<file path="config.mk">
export PLATFORM = sky130hd
export DESIGN_NAME = mem_port_arbiter
export DESIGN_NICKNAME = d
export VERILOG_FILES = /design/src/rtl/mem_port_arbiter.sv
export SDC_FILE = /design/constraint.sdc
export NUM_CORES = 1
export LEC_CHECK = 0
export ABC_AREA = 1
export CAP_MARGIN = 20
export CORE_ASPECT_RATIO = 1.25
export CORE_MARGIN = 4
export CORE_UTILIZATION = 45
export CTS_BUF_LIST = sky130_fd_sc_hd__clkbuf_16
export DETAILED_ROUTE_END_ITERATION = 6
export GPL_TIMING_DRIVEN = 0
export PLACE_DENSITY = 0.84
export SLEW_MARGIN = 25
export SYNTH_ARGS = -nofsm -noshare
export SYNTH_HDL_FRONTEND = slang
export SYNTH_SLANG_ARGS = --single-unit
</file>
<file path="constraint.sdc">
create_clock -name clk -period 3.4 [get_ports clk]
set_input_delay 1.02 -clock clk [delete_from_list [all_inputs] [get_ports clk]]
set_output_delay 1.02 -clock clk [all_outputs]
set_load 0.005 [all_outputs]
</file>
<file path="src/rtl/mem_port_arbiter.sv">
// mem_port_arbiter: fair two-requester arbiter onto a shared memory port with wait-state timeout
module mem_port_arbiter #(
  parameter int AW      = 32,
  parameter int DW      = 32,
  parameter int TIMEOUT = 16
) (
  input  logic          clk,
  input  logic          rst_n,
  input  logic          if_req,
  input  logic [AW-1:0] if_addr,
  output logic [DW-1:0] if_rdata,
  output logic          if_ack,
  input  logic          dm_req,
  input  logic          dm_we,
  input  logic [AW-1:0] dm_addr,
  input  logic [DW-1:0] dm_wdata,
  output logic [DW-1:0] dm_rdata,
  output logic          dm_ack,
  output logic          mem_req,
  output logic          mem_we,
  output logic [AW-1:0] mem_addr,
  output logic [DW-1:0] mem_wdata,
  input  logic [DW-1:0] mem_rdata,
  input  logic          mem_ready,
  output logic          grant_sel,
  output logic          err
);
  typedef enum logic [1:0] {IDLE, BUSY_I, BUSY_D} state_t;
  state_t r_state;
  logic r_last_gnt;
  logic [7:0] r_wait;
  logic w_if_el, w_dm_el, w_pick_d, w_busy, w_tmo, w_done;
  logic [DW-1:0] w_rdata;
  assign w_if_el  = if_req & ~if_ack;
  assign w_dm_el  = dm_req & ~dm_ack;
  assign w_pick_d = w_dm_el & (~w_if_el | ~r_last_gnt);
  assign w_busy   = r_state != IDLE;
  assign w_tmo    = w_busy & ~mem_ready & (r_wait == 8'(TIMEOUT - 1));
  assign w_done   = w_busy & (mem_ready | w_tmo);
  assign w_rdata  = mem_ready ? mem_rdata : '0;
  always_ff @(posedge clk or negedge rst_n) begin
    if (!rst_n) begin
      r_state    <= IDLE;
      r_last_gnt <= 1'b0;
      r_wait     <= '0;
      mem_req    <= 1'b0;
      mem_we     <= 1'b0;
      mem_addr   <= '0;
      mem_wdata  <= '0;
      if_ack     <= 1'b0;
      dm_ack     <= 1'b0;
      err        <= 1'b0;
      if_rdata   <= '0;
      dm_rdata   <= '0;
      grant_sel  <= 1'b0;
    end else begin
      if_ack <= 1'b0;
      dm_ack <= 1'b0;
      err    <= 1'b0;
      if (!w_busy) begin
        if (w_if_el | w_dm_el) begin
          r_state   <= w_pick_d ? BUSY_D : BUSY_I;
          mem_req   <= 1'b1;
          mem_we    <= w_pick_d & dm_we;
          mem_addr  <= w_pick_d ? dm_addr : if_addr;
          mem_wdata <= w_pick_d ? dm_wdata : '0;
          grant_sel <= w_pick_d;
          r_wait    <= '0;
        end
      end else if (w_done) begin
        r_state    <= IDLE;
        mem_req    <= 1'b0;
        r_last_gnt <= r_state == BUSY_D;
        err        <= w_tmo;
        if (r_state == BUSY_D) begin
          dm_ack   <= 1'b1;
          dm_rdata <= w_rdata;
        end else begin
          if_ack   <= 1'b1;
          if_rdata <= w_rdata;
        end
      end else begin
        r_wait <= r_wait + 8'd1;
      end
    end
  end
endmodule

</file>
==> flow_summary_export.csv <==
group,metric,value,unit
run_status,status,"complete, no violations",
cts,cts_hold_buf,0,
synthesis,yosysTopAreaCellShare,56.9,%
route,wire_per_inst,14.4,um
route,drt-initial-drc-count,243,
cells_and_area,insertedDiodeCount,0,
cts,root_buffer,"clkbuf_16",
floorplanning,rows,48,
cts,clk_transition_reported_paths,70,ps
route,wl_met3,1.62,mm
sta,finClkSkew,8.12,ps
cts,cts_tree,"done",
critical_path,cp-start-kind,"input port",
critical_path,end_kind,"flop",
synthesis,synth_cell_types,23,
cells_and_area,area_growth,54.3,%
synthesis,synth_area_leaders,"dfrtp_1, nand2_1, inv_1, buf_6, buf_2",
synthesis,yosysSeqAreaShare,56.9,%
place,dp_cells,1265,
power,ir_drop,0.461,mV
floorplanning,die-height,141,um
route,drc_errors,0,
floorplanning,coreArea,0.0139,mm^2
place,port_buffers,266,
global_routing,grt_max_degree,79,
cells_and_area,stdcell_count,1297,
synthesis,synth_edf_count,0,
global_routing,grt_usage,23.2,%
power,leakage,0.00519,uW
cells_and_area,nets,1244,
sta,slew_violations,0,
sta,fin_crit_sh,69.3,%
synthesis,async_flop_share,100,%
route,routed_via_density,4.69,
sta,final.setup.tns,0,ps
route,drtPass1Iterations,4,
place,dp_hpwl,13.9,mm
critical_path,crit_path_max_fanout,10,
route,wl_met1,7.12,mm
route,top_layer,"met4",
synthesis,syn_nets,958,
global_routing,grt_pass1_vias,6210,
synthesis,yosysMostFrequentCell,"nand2_1",
sta,period_minus_slack,2350,ps
floorplanning,start_util,46.0,%
floorplanning,ioPinCount,268,
route,route.met2.wl,9.34,mm
synthesis,synth_ff_type,"dfrtp_1",
synthesis,syn_avg_cell_area,7.75,um^2
job,max_cap_viol_count,0,
route,routed_wl,18.6,mm
cts,postCtsSetupBuffers,0,
place,finalWeightedCongestion,0.816,
sta,worst_slew_pin_slew,525,ps
sta,finalHoldViolations,0,
min_path,hold_class,"reg2reg",
sta,setup_ws,1050,ps
cells_and_area,num-fill-cells,1079,
power,pwr_density_cell,881,mW/mm^2
sta,timing.slew.headroom,65.0,%
synthesis,syn_inst,823,
critical_path,critPathKind,"in2reg",
cts,cts_resized,0,
cells_and_area,drive_above_1_share,5.88,%
sta,fmax,0.425,GHz
cts,cts_buffers,17,
critical_path,cp.arrival,2650,ps
global_routing,antenna_found_initial,0,
critical_path,cp.required,3700,ps
cts,clockBufferDepth,2,
synthesis,synth_common_cells,"nand2_1, dfrtp_1, inv_1",
cts,h-tree-depth,4,
floorplanning,dieWidth,115,um
global_routing,grt_pass1_wl,29.7,mm
place,place_ws,588,ps
sta,setup_violations,0,
synthesis,ys_ff_latch,145,
route,vias,6083,
synthesis,yosysWarnings,0,
cts,clk_latency,420,ps
route,postRouteAntennaNets,0,
cts,clock_sinks,145,
global_routing,grt_remaining_overflow,0,
synthesis,synth_area,0.00638,mm^2
sta,rsz0062_at_grt,"false",
floorplanning,fp.dieArea,0.0162,mm^2
cells_and_area,utilization,71.0,%
synthesis,synth.largest_area_cell,"dfrtp_1",
critical_path,r2r_slack,1690,ps
## kinds of logic after synthesis
group           after synthesis  share of synthesized area (%)
fa+ha+maj                     1                          0.196
simple gates                584                           35.5
compound gates                8                          0.922
flops                       145                           56.9
buf+inv                      84                           6.43
xor+xnor                      1                          0.137
## path summary, 6_finish.rpt
kind	start	end	depth (start not counted)
worst max register to register	r_wait[0]$_DFFE_PN0P_	dm_rdata[0]$_DFFE_PN0P_	7
worst max-delay path	if_req	mem_addr[14]$_DFFE_PN0P_	11
max in group asynchronous	rst_n	mem_addr[7]$_DFFE_PN0P_	2
min in group asynchronous	rst_n	dm_rdata[15]$_DFFE_PN0P_	1
worst min-delay path	dm_rdata[13]$_DFFE_PN0P_	dm_rdata[13]$_DFFE_PN0P_	2
worst min register to register	dm_rdata[13]$_DFFE_PN0P_	dm_rdata[13]$_DFFE_PN0P_	2
## per-layer routing
metal | vias up | global-route usage [%]
met5 | - | 0
met4 | 0 | 9.19
met3 | 39 | 8.59
met2 | 222 | 39.7
met1 | 2796 | 26.0
li1 | 3026 | -
## layout by cell type, fill, tap and decap left out, drive strengths merged, types with 2 or more instances in the layout
cell type / instances
nand2: 550
clkdlybuf4s50: 265
dfrtp: 145
inv: 55
clkbuf: 29
buf: 28
nor2: 17
nand3: 13
clkinvlp: 5
o21ai: 4
o22ai: 2
nor3b: 2
## cell type report
class	instances	area, um^2	share of cell area [%]
flip-flops and latches	145	3630	36.9
repair buffers	267	2700	27.4
multi-input cells	594	2340	23.8
clock buffers	17	425	4.32
plain buffers	38	238	2.41
well taps	175	219	2.22
inverters	46	173	1.75
clock inverters	15	125	1.27
## critical path, stage by stage
cell,delay [ps]
clkdlybuf4s50_1,450
inv_1,50
nor2_1,70
nand2_1,50
nand2_1,290
inv_1,210
buf_2,240
nand2_1,90
nand2_1,60
nand2_1,60
nand2_1,60
## report_power, final
part	switching, uW	internal (uW)
logic	1870	2070
registers	458	2550
clock network	781	954
## flip-flops by register name, summed over array words and instances, names as in the netlist
signal	count
if_ack	1
dm_rdata	32
r_wait	8
mem_addr	32
mem_wdata	32
dm_ack	1
grant_sel	1
err	1
mem_req	1
mem_we	1
if_rdata	32
r_last_gnt	1
r_state	2
## stage by stage
stage / total power (uW) / instance area, um^2 / hold WS, ps
floorplan: 4630 / 6380 / 442
global placement: 6870 / 9260 / 452
detailed placement: 7000 / 9300 / 457
global route: 9330 / 9850 / 491
finish: 8680 / 9850 / 469
CTS: 8790 / 9850 / 475
Power figures use the tool's default switching activity.
